<file path="src/rtl/sg_key_controller.sv">
// sg_key_controller
//
// Front end for the signal generator's four parameter keys (wave, amplitude,
// phase, frequency). It synchronises and debounces the raw active-low board
// keys and lets exactly one key own the controls at a time. The owner's press
// becomes a single-cycle *_ctrl pulse. With auto-repeat built in, holding the
// owner produces further pulses.
//
// Build option: define SG_KEY_AUTOREPEAT_EN to include the auto-repeat timer
// and the REPEAT state. Without it, each press gives exactly one pulse.
//
// Ports
//   clk         in   system clock
//   rst_n       in   synchronous active-low reset
//   key_n[3:0]  in   raw keys, active-low, asynchronous (3=W, 2=A, 1=P, 0=F)
//   W_ctrl      out  one-cycle wave-step pulse
//   A_ctrl      out  one-cycle amplitude-step pulse
//   P_ctrl      out  one-cycle phase-step pulse
//   F_ctrl      out  one-cycle frequency-step pulse
//   busy        out  high while a key owns the controller
//   active_key  out  index of the owning key, holds its value when idle
//
// state      | meaning
// -----------+-----------------------------------------------------------
// S_IDLE     | no owner, waiting for any debounced press
// S_HOLD     | owner held, first pulse sent, waiting for repeat delay
// S_REPEAT   | owner held, pulsing every repeat period (auto-repeat only)
// S_WAIT_REL | owner released, waiting until every key is released

module sg_key_controller #(
    parameter int DEBOUNCE_CYCLES = 1_000_000,
    parameter int REPEAT_DELAY    = 25_000_000,
    parameter int REPEAT_PERIOD   = 10_000_000
) (
    input  logic       clk,
    input  logic       rst_n,
    input  logic [3:0] key_n,
    output logic       W_ctrl,
    output logic       A_ctrl,
    output logic       P_ctrl,
    output logic       F_ctrl,
    output logic       busy,
    output logic [1:0] active_key
);

    localparam int DB_W = $clog2(DEBOUNCE_CYCLES + 1);
    localparam logic [DB_W-1:0] DB_LAST = DB_W'(DEBOUNCE_CYCLES - 1);

`ifdef SG_KEY_AUTOREPEAT_EN
    localparam int RPT_MAX = (REPEAT_DELAY > REPEAT_PERIOD) ? REPEAT_DELAY : REPEAT_PERIOD;
    localparam int RPT_W   = $clog2(RPT_MAX);
    localparam logic [RPT_W-1:0] RPT_DELAY_LD  = RPT_W'(REPEAT_DELAY - 1);
    localparam logic [RPT_W-1:0] RPT_PERIOD_LD = RPT_W'(REPEAT_PERIOD - 1);

    logic [RPT_W-1:0] timer_q;
`else
    // Repeat timing has no effect in this build.
    localparam int unused_repeat_cfg = REPEAT_DELAY + REPEAT_PERIOD;
`endif

    typedef enum logic [1:0] {
        S_IDLE     = 2'd0,
        S_HOLD     = 2'd1,
        S_REPEAT   = 2'd2,
        S_WAIT_REL = 2'd3
    } state_t;

    logic [3:0]      sync1_q;
    logic [3:0]      sync2_q;
    logic [3:0]      db_q;
    logic [3:0]      db_d;
    logic [DB_W-1:0] db_cnt_q [4];
    logic [DB_W-1:0] db_cnt_d [4];

    state_t          state_q;
    logic [3:0]      pulse_q;
    logic            busy_q;
    logic [1:0]      active_key_q;

    logic            any_pressed;
    logic            all_released;
    logic            owner_released;
    logic [1:0]      owner_idx;

    // Two-flop synchroniser; released (1) out of reset.
    always_ff @(posedge clk) begin
        if (!rst_n) begin
            sync1_q <= '1;
            sync2_q <= '1;
        end else begin
            sync1_q <= key_n;
            sync2_q <= sync1_q;
        end
    end

    // The counter runs only while the synchronised level disagrees with the
    // debounced one. The edge that would reach DEBOUNCE_CYCLES flips db instead.
    always_comb begin
        db_d = db_q;
        for (int i = 0; i < 4; i++) begin
            db_cnt_d[i] = '0;
            if (sync2_q[i] != db_q[i]) begin
                if (db_cnt_q[i] == DB_LAST) begin
                    db_d[i] = ~db_q[i];
                end else begin
                    db_cnt_d[i] = db_cnt_q[i] + DB_W'(1);
                end
            end
        end
    end

    always_ff @(posedge clk) begin
        if (!rst_n) begin
            db_q <= '1;
            for (int i = 0; i < 4; i++) begin
                db_cnt_q[i] <= '0;
            end
        end else begin
            db_q <= db_d;
            for (int i = 0; i < 4; i++) begin
                db_cnt_q[i] <= db_cnt_d[i];
            end
        end
    end

    assign any_pressed    = ~&db_q;
    assign all_released   = &db_q;
    assign owner_released = db_q[active_key_q];

    // Priority W > A > P > F.
    always_comb begin
        owner_idx = 2'd0;
        if (!db_q[3]) begin
            owner_idx = 2'd3;
        end else if (!db_q[2]) begin
            owner_idx = 2'd2;
        end else if (!db_q[1]) begin
            owner_idx = 2'd1;
        end
    end

    // When the owner was the last key down, the WAIT_REL exit condition already
    // holds. The FSM goes straight to IDLE, so busy falls one cycle after the
    // final release.
    always_ff @(posedge clk) begin
        if (!rst_n) begin
            state_q      <= S_IDLE;
            pulse_q      <= '0;
            busy_q       <= 1'b0;
            active_key_q <= '0;
`ifdef SG_KEY_AUTOREPEAT_EN
            timer_q      <= '0;
`endif
        end else begin
            pulse_q <= '0;
            case (state_q)
                S_IDLE: begin
                    if (any_pressed) begin
                        state_q            <= S_HOLD;
                        pulse_q[owner_idx] <= 1'b1;
                        active_key_q       <= owner_idx;
                        busy_q             <= 1'b1;
`ifdef SG_KEY_AUTOREPEAT_EN
                        timer_q            <= RPT_DELAY_LD;
`endif
                    end
                end
                S_HOLD: begin
                    if (owner_released) begin
                        state_q <= all_released ? S_IDLE : S_WAIT_REL;
                        busy_q  <= !all_released;
                    end
`ifdef SG_KEY_AUTOREPEAT_EN
                    else if (timer_q == '0) begin
                        pulse_q[active_key_q] <= 1'b1;
                        timer_q               <= RPT_PERIOD_LD;
                        state_q               <= S_REPEAT;
                    end else begin
                        timer_q <= timer_q - RPT_W'(1);
                    end
`endif
                end
`ifdef SG_KEY_AUTOREPEAT_EN
                S_REPEAT: begin
                    if (owner_released) begin
                        state_q <= all_released ? S_IDLE : S_WAIT_REL;
                        busy_q  <= !all_released;
                    end else if (timer_q == '0) begin
                        pulse_q[active_key_q] <= 1'b1;
                        timer_q               <= RPT_PERIOD_LD;
                    end else begin
                        timer_q <= timer_q - RPT_W'(1);
                    end
                end
`endif
                S_WAIT_REL: begin
                    if (all_released) begin
                        state_q <= S_IDLE;
                        busy_q  <= 1'b0;
                    end
                end
                default: begin
                    state_q <= S_IDLE;
                    busy_q  <= 1'b0;
                end
            endcase
        end
    end

    assign W_ctrl     = pulse_q[3];
    assign A_ctrl     = pulse_q[2];
    assign P_ctrl     = pulse_q[1];
    assign F_ctrl     = pulse_q[0];
    assign busy       = busy_q;
    assign active_key = active_key_q;

endmodule

</file>
<file path="config.mk">
export PLATFORM = sky130hd
export DESIGN_NAME = sg_key_controller
export DESIGN_NICKNAME = d
export VERILOG_FILES = /design/src/rtl/sg_key_controller.sv
export SDC_FILE = /design/constraint.sdc
export NUM_CORES = 1
export LEC_CHECK = 0
export ABC_AREA = 1
export BUFFER_PORTS_ARGS = -buffer_cell sky130_fd_sc_hd__buf_2
export CORE_MARGIN = 2
export CORE_UTILIZATION = 35
export DETAILED_ROUTE_END_ITERATION = 8
export GPL_TIMING_DRIVEN = 0
export PLACE_DENSITY = 0.6
export REMOVE_ABC_BUFFERS = 1
export SLEW_MARGIN = 25
export SYNTH_ARGS = -nofsm -noshare
export SYNTH_HDL_FRONTEND = slang
export SYNTH_SLANG_ARGS = --single-unit
</file>
<file path="constraint.sdc">
create_clock -name clk -period 1.8 [get_ports clk]
set_input_delay 0.45 -clock clk [delete_from_list [all_inputs] [get_ports clk]]
set_output_delay 0.45 -clock clk [all_outputs]
set_load 0.02 [all_outputs]
</file>
# ---- Word level (Yosys, flattened, before mapping)
# Memories as Yosys holds them, arrays and structs flattened.
# Cells that the tools add are included.
dict set report word_totals {
  reg_bits 21
  mem_bits_rw 80
  input_bits 6
  out_inout_bits 7
  wordCells 83
  memories 1
}
# memory depth width read_ports rd_clocked_by_memory_dff wr line_no
set memory_table {}
lappend memory_table {db_cnt_q 4 20 4 0 4 72} ;# logic [DB_W-1:0] db_cnt_q [4];
dict set report classes {
  add_sub_neg 4
  magnitude_cmp 3
  n_eq_ne 13
  mux 30
  bitwise_logic 11
  n_reduce_logical 11
}
# op count
set op_table {}
lappend op_table {{$mux 20} 12}
lappend op_table {{$add 20x1->20 const B} 4}
lappend op_table {{$eq 20x20->1 const B} 4}
lappend op_table {{$mux 2} 6}
lappend op_table {{$reduce_and 2->1} 5}
lappend op_table {{$mux 1} 8}
lappend op_table {{$not 1->1} 7}
lappend op_table {{$lt 2x3->1 const B} 2}
lappend op_table {{$ne 2x2->1 const B} 3}
lappend op_table {{$pmux 2 s3} 1}
lappend op_table {{$ne 1x1->1} 4}
lappend op_table {{$or 1x1->1} 4}
lappend op_table {{$reduce_and 4->1} 1}
lappend op_table {{$pmux 1 s3} 1}
lappend op_table {{$reduce_and 3->1} 1}
lappend op_table {{$reduce_or 3->1} 1}
lappend op_table {{$bmux 1 s2} 1}
lappend op_table {{$demux 1 s2} 1}
lappend op_table {{$eq 2x1->1 const B} 1}
lappend op_table {{$eq 2x2->1 const B} 1}
lappend op_table {{$ge 2x1->1 const B} 1}
lappend op_table {{$logic_not 2->1} 1}
lappend op_table {{$logic_and 1x1->1} 1}
lappend op_table {{$logic_not 1->1} 1}

# ---- Logic depth before layout (Yosys ltp)
# Gate-level depths: netlist of run 1.
dict set report logic_depth {
  ltp_word 7
  ltp_mapped 9
  depth_no_buf 9
}

# ---- Worst setup path before layout of run 1
# No wires, ideal clock.
dict set report synth_timing {
  path_type {register to register}
  start {mem db_cnt_q[0][0] (netlist bit)}
  end {mem db_cnt_q[0][16] (netlist bit)}
  setup_time_ns 0.115
  arrival_ns 1.267
  slack_ns 0.418
  stages_incl_launch_ff 8
  period_less_slack_ns 1.382
  cell_sequence {dfxtp_1 ha_1 nand3_2 nor2_1 nand3_1 nand2_1 buf_4 nor2_1}
}
# item line_no
set synth_rtl {}
lappend synth_rtl {{start: declaration} 72}

==> reports/metrics.csv, run 1 <==
metric,value,unit
status,finished clean,
initial antenna violation count,0,
asr flop ratio synth,0,%
crit path DAT,1840,ps
CP Max Fanout,20,
CTS H-tree lvls,3,
Antenna Cells,0,
Worst-Skew Late Latency,340,ps
fillers,1408,
chip width,120.9,µm
layout cell share with drive strength beyond 1,8.571,%
DIE AREA,14610,µm²
Max Slew Vio Count,0,
post-synthesis sequential area ratio,41.87,%
number of synthesized flops with an enable pin,0,
crit path max-delay cell type,dfxtp_1,
via/cell ratio,4.568,
placed cell count,861,
first-pass GRT wire length,16350,µm
"Remaining Overflow, GRT",0,
IO Pins,13,
RSZ-0062 raised after global routing,no,
vias,4002,
Main synth FF type,dfxtp_1,
dominant cell type by area after synthesis,dfxtp_1,
Worst-path clk slew,60,ps
TritonRoute pass-1 iters,4,
CP required,2020,ps
pwr dens,779.9,nW/µm²
yosys warns,0,
VDD IR max,0.7110,mV
TritonCTS clock tree,built,
Hold Crit Class,primary input to flop,
synth top area cells,"dfxtp_1 (42%), nand2_1 (13%), nor2_1 (12%)",
clock sink count,100,
Final WS setup,178.7,ps
Post-DRT Antenna Nets,0,
most frequent cell after synthesis,nand2_1,
CORE AREA,13300,µm²
number of CTS-inserted buffers,9,
final hold vios,0,
final setup violating endpoints,0,
Post-CTS Hold Buffers,0,
synth unique cells,29,
Total Wirelength,9434,µm
vias in the first global route,3669,
Row Count,42,
Final Net Count,707,
kind of critical path,flop to flop,
Syn Area/Cell,6.990,µm²
max-cap violations,0,
DP Worst Slack,-168.5,ps
Port Buffers,12,
Tcrit/Tclk final,90.07,%
Startpoint Class,flop,
Crit. End Element,flop,
CTS root buf,clkbuf_16,
Syn-to-layout area delta,10.83,%
initial core utilization,35.96,%
Wirelength per Cell,10.77,µm
Achievable Freq,0.6168,GHz
Detailed Place HPWL,6767,µm
Die Y,120.9,µm
Total GRT Usage,13.81,%
Slew headroom,68.72,%
Syn Inst Count,684,
top-area cell type share of the netlist area,41.87,%
skew final,4.753,ps
synth cell count leaders,"nand2_1 (166), nor2_1 (148), dfxtp_1 (100)",
LEAKAGE,1.599,nW
Tmin final,1621,ps
worst stage delay on the critical path,410,ps
largest net degree at the start of global routing,21,
crit-path cells,ha_1 > nand3_2 > nor2_4 > nand3_1 > nand2_2 > nor2_1,
"flops & latches, synth",100,
mapped cell area,4781,µm²
Bufs on Longest Clock Path,2,
Post-CTS Repair Setup Buffers,0,
Final Wtd Congestion,0.8280,
post-route insts no fill,876,
drc violations,0,
DRT iter0 DRCs,182,
worst slew pin tran,469.2,ps
## routing by layer
layer  track usage, %  wire length, µm  up-vias
met2            21.91             4136       35
met3            3.524              264        7
met5                0                0        -
li1                 -                -     2186
met4            4.142              118        0
met1            18.47             4915     1774
## report_power, final
part | leakage (nW) | internal, mW | switching (mW)
Combinational | 0.656 | 0.0153 | 0.0293
Clock | 0.135 | 1.06 | 0.800
Sequential | 0.807 | 2.22 | 0.00650
Total | 1.60 | 3.30 | 0.835
## worst max-delay path, delay by kind of cell (launching register included)
kind,cells,cell delay (ps)
adders and majority gates,1,250
DFF,1,410
and+or+nand+nor,5,830
## flip-flops by register name, indices dropped and copies added (netlist names)
signal and cells:
db_q 4, state_q 2, sync2_q 4, db_cnt_q 80, pulse_q 4, sync1_q 4, active_key 2
## per-stage QoR
stage	setup TNS (ps)	instance area [µm²]	power (mW)	util, %	hold WS [ps]
after floorplan	0	4707	2.303	-	392.5
after CTS	0	5270	4.186	39.64	276.4
after global routing	0	5299	4.264	39.86	284.2
after global placement	-7023	4987	2.322	37.51	394.6
after detailed placement	-7277	4987	2.322	37.51	399.7
final	0	5299	4.132	39.86	288.0
## cells in the final DEF, fill, tap and decap left out, drive strengths merged, types with 2 or more instances in the layout
| master | count |
|---|---|
| nand4 | 16 |
| nor2 | 157 |
| clkinv | 2 |
| nand3 | 52 |
| clkbuf | 11 |
| dfxtp | 100 |
| xor2 | 21 |
| inv | 57 |
| a21oi | 37 |
| buf | 12 |
| ha | 4 |
| nand2 | 170 |
| nand3b | 2 |
| or2 | 18 |
| and2 | 2 |
| xnor2 | 16 |
| o21ai | 16 |
| nor3 | 3 |
## logic make-up (layout without fill, tap and decap cells)
kind of cell	count (synthesis)	count (layout)	synth area share, %
simple gates	420	421	38.42
xor+xnor	37	37	6.778
compound gates	55	55	5.863
flops	100	100	41.87
buf+inv	68	83	6.019
fa+ha+maj	4	4	1.047
## cell type report
cell class / count / area [µm²] / area share, %
flip-flops and latches: 100 / 2002 / 37.78
repair buffers: 12 / 60.06 / 1.133
multi-input cells: 517 / 2530 / 47.75
well taps: 176 / 220.2 / 4.156
clock inverters: 3 / 40.04 / 0.7556
clock buffers: 11 / 232.7 / 4.392
inverters: 57 / 214.0 / 4.038
## repair_timing
item | in CTS | in global routing
gates cloned | 0 | 1
pin swaps | 0 | 1
gates resized for setup | 4 | 5
hold endpoints to repair | 0 | 0
endpoints found under the setup margin | 80 | 60
## worst paths after layout
| path | startpoint | cells after the start | endpoint | slack (ps) |
|---|---|---|---|---|
| hold / removal | key_n[1] | 2 | sync1_q[1] | 290 |
| setup / recovery | db_cnt_q[3][0] | 6 | db_cnt_q[3][16] | 180 |
| setup reg to reg | db_cnt_q[3][0] | 6 | db_cnt_q[3][16] | 180 |
| hold reg to reg | sync1_q[0] | 1 | sync2_q[0] | 410 |
No activity file was read; power rests on OpenSTA's default activity.
==> run 2: changes to the inputs <==
Settings changed: BUFFER_PORTS_ARGS -buffer_cell sky130_fd_sc_hd__buf_2 to default, DONT_BUFFER_PORTS from default to 1, PLACE_DENSITY 0.6 to 0.59.
==> run 2 against run 1 <==
  * Final area about the same
  * Sequential cell count stayed put
  * Clock skew is 4.5 ps higher
  * Sequential share of layout area is essentially flat
  * Clock power increased by 18%
  * Sequential power about the same
  * Power up 7.8%
  * Critical path type unchanged
  * Final cell count down 1.4%
  * Highest routed layer unchanged
==> reports/metrics.csv, run 2 (synthesis results as in run 1) <==
metric,value,unit,change
status,finished clean,,
initial core utilization,35.96,%,unchanged
post-route insts no fill,864,,-1.4%
Hold Path End,db_q[2],,
Final WS setup,166.8,ps,-11.91 ps
kind of critical path,flop to flop,,
LEAKAGE,1.574,nW,-1.5%
Bufs and invs on worst path,0,,unchanged
final hold vios,0,,unchanged
Wirelength per Cell,11.09,µm,+3.0%
Tmin final,1633,ps,+11.91 ps
crit path DAT,1860,ps,+20 ps
Bufs on Longest Clock Path,2,,unchanged
number of CTS-inserted buffers,9,,unchanged
"Remaining Overflow, GRT",0,,unchanged
IO Pins,13,,unchanged
layout cell share with drive strength beyond 1,7.122,%,-1.4 points
TritonRoute pass-1 iters,5,,+1
clock sink count,100,,unchanged
via/cell ratio,4.714,,+3.2%
CP Max Fanout,20,,unchanged
max-cap violations,0,,unchanged
DRT iter0 DRCs,180,,-1.1%
placed instance area,4927,µm²,-1.2%
vias in the first global route,3797,,+3.5%
Post-CTS Repair Setup Buffers,0,,unchanged
Total GRT Usage,14.03,%,+0.22 points
initial antenna violation count,0,,unchanged
CTS root buf,clkbuf_16,,
DIE AREA,14610,µm²,unchanged
Max Slew Vio Count,0,,unchanged
Final Net Count,694,,-1.8%
CORE AREA,13300,µm²,unchanged
pwr dens,841.4,nW/µm²,+7.9%
"most used cell, CP",nor2_1,,
Most Crowded Layer GR,met2,,
CP startpoint,db_cnt_q[0][0],,
RSZ-0062 raised after global routing,no,,
Final Wtd Congestion,0.8758,,+5.8%
grt met2 use,23.00,%,+1.1 points
max reg flops,80,,unchanged
area of the multi-input gates,2521,µm²,-0.35%
fillers,1380,,-2.0%
vias,4073,,+1.8%
Slew headroom,77.99,%,+9.3 points
chip width,120.9,µm,unchanged
R2R Setup Slk,170,ps,about the same
Post-DRT Antenna Nets,0,,unchanged
Startpoint Class,flop,,
Die Y,120.9,µm,unchanged
met1 Usage GRT,17.90,%,-0.57 points
Post-CTS Hold Buffers,0,,unchanged
CTS H-tree lvls,3,,unchanged
TritonCTS clock tree,built,,
reg2reg end,db_cnt_q[0][11],,
crit-path cells,ha_1 > nand3_2 > nor2_1 > nand3_1 > nand2_4 > nor2_1,,
first-pass GRT wire length,16700,µm,+2.1%
worst stage delay on the critical path,410,ps,about the same
largest net degree at the start of global routing,21,,unchanged
Tcrit/Tclk final,90.73,%,+0.66 points
Worst-Skew Late Latency,350,ps,about the same
Detailed Place HPWL,6992,µm,+3.3%
setup TNS,0,ps,unchanged
post-CTS sizing,4,,unchanged
placed cell count,849,,-1.4%
most frequent cells in the layout,"nand2_1 (162), nor2_1 (148), dfxtp_1 (100), inv_1 (56), nand3_1 (45)",,
Hold Crit Class,primary input to flop,,
Row Count,42,,unchanged
reg2reg path depth,6,,unchanged
Port Buffers,0,,-12
DP Worst Slack,-166.9,ps,+1.643 ps
final setup violating endpoints,0,,unchanged
skew final,9.302,ps,+4.549 ps
Worst-path clk slew,60,ps,about the same
register area,2002,µm²,unchanged
VDD IR max,0.6713,mV,-5.6%
Achievable Freq,0.6123,GHz,-0.73%
CP top delay family,simple AND/OR/NAND/NOR gates,,
met3 GRT Util,2.914,%,-0.61 points
Antenna Cells,0,,unchanged
hold depth,1,,-1
Total Wirelength,9585,µm,+1.6%
reg2reg start,db_cnt_q[0][0],,
Crit. End Element,flop,,
drc violations,0,,unchanged
hold path start,rst_n,,
crit path max-delay cell type,dfxtp_1,,
Finished Cell Area,5296,µm²,about the same
worst slew pin tran,329.7,ps,-139.5 ps
CP required,2030,ps,about the same
"Core Util, Final",39.84,%,about the same
Syn-to-layout area delta,10.78,%,about the same
"commonest non-fill, non-tap cell in the layout",nand2_1,,
Biggest register,db_cnt_q,,
critical path depth in cells,6,,unchanged
power after layout,4.456,mW,+7.8%
Worst Hold Slack,188.8,ps,-99.17 ps
-- run 2: cell count changes in the layout (fill, tap and decap cells not counted) --
cell,before,now
buf_2,12,0
ha_2,1,0
ha_1,3,4
clkbuf_8,0,1
clkbuf_1,2,0
bufinv_16,1,3
nand2_2,4,3
-- run 2: power by group --
group | switching [mW] | total, mW | internal, mW | leakage, nW
logic | 0.0233 | 0.0351 | 0.0118 | 0.598
clock network | 0.809 | 2.19 | 1.38 | 0.168
registers | 0.00665 | 2.23 | 2.22 | 0.807
total | 0.839 | 4.46 | 3.62 | 1.57
-- run 2: cell type report --
| type | count | area share, % |
|---|---|---|
| well taps | 176 | 4.158 |
| flip-flops and latches | 100 | 37.80 |
| multi-input cells | 516 | 47.60 |
| inverters | 57 | 4.040 |
| clock buffers | 10 | 4.512 |
| clock inverters | 5 | 1.890 |
-- run 2: worst reg2reg max path, cell delays in order (launching register included) --
cell	delay (ps)
dfxtp_1	410
ha_1	300
nand3_2	160
nor2_1	170
nand3_1	160
nand2_4	230
nor2_1	90
-- run 2: worst max path at each step --
stage / endpoint
floorplan: db_cnt_q[0][11]
global placement: db_cnt_q[0][16]
detailed placement: db_cnt_q[0][11]
CTS: db_cnt_q[0][11]
global route: db_cnt_q[0][11]
finish: db_cnt_q[0][11]
-- run 2: metal layers --
layer / wire length (µm) / part of all wire (%) / vias up
li1: - / - / 2164
met3: 336 / 3.5 / 5
met2: 4579 / 48 / 41
met4: 64 / 0.67 / 0
met5: 0 / 0 / -
met1: 4604 / 48 / 1863
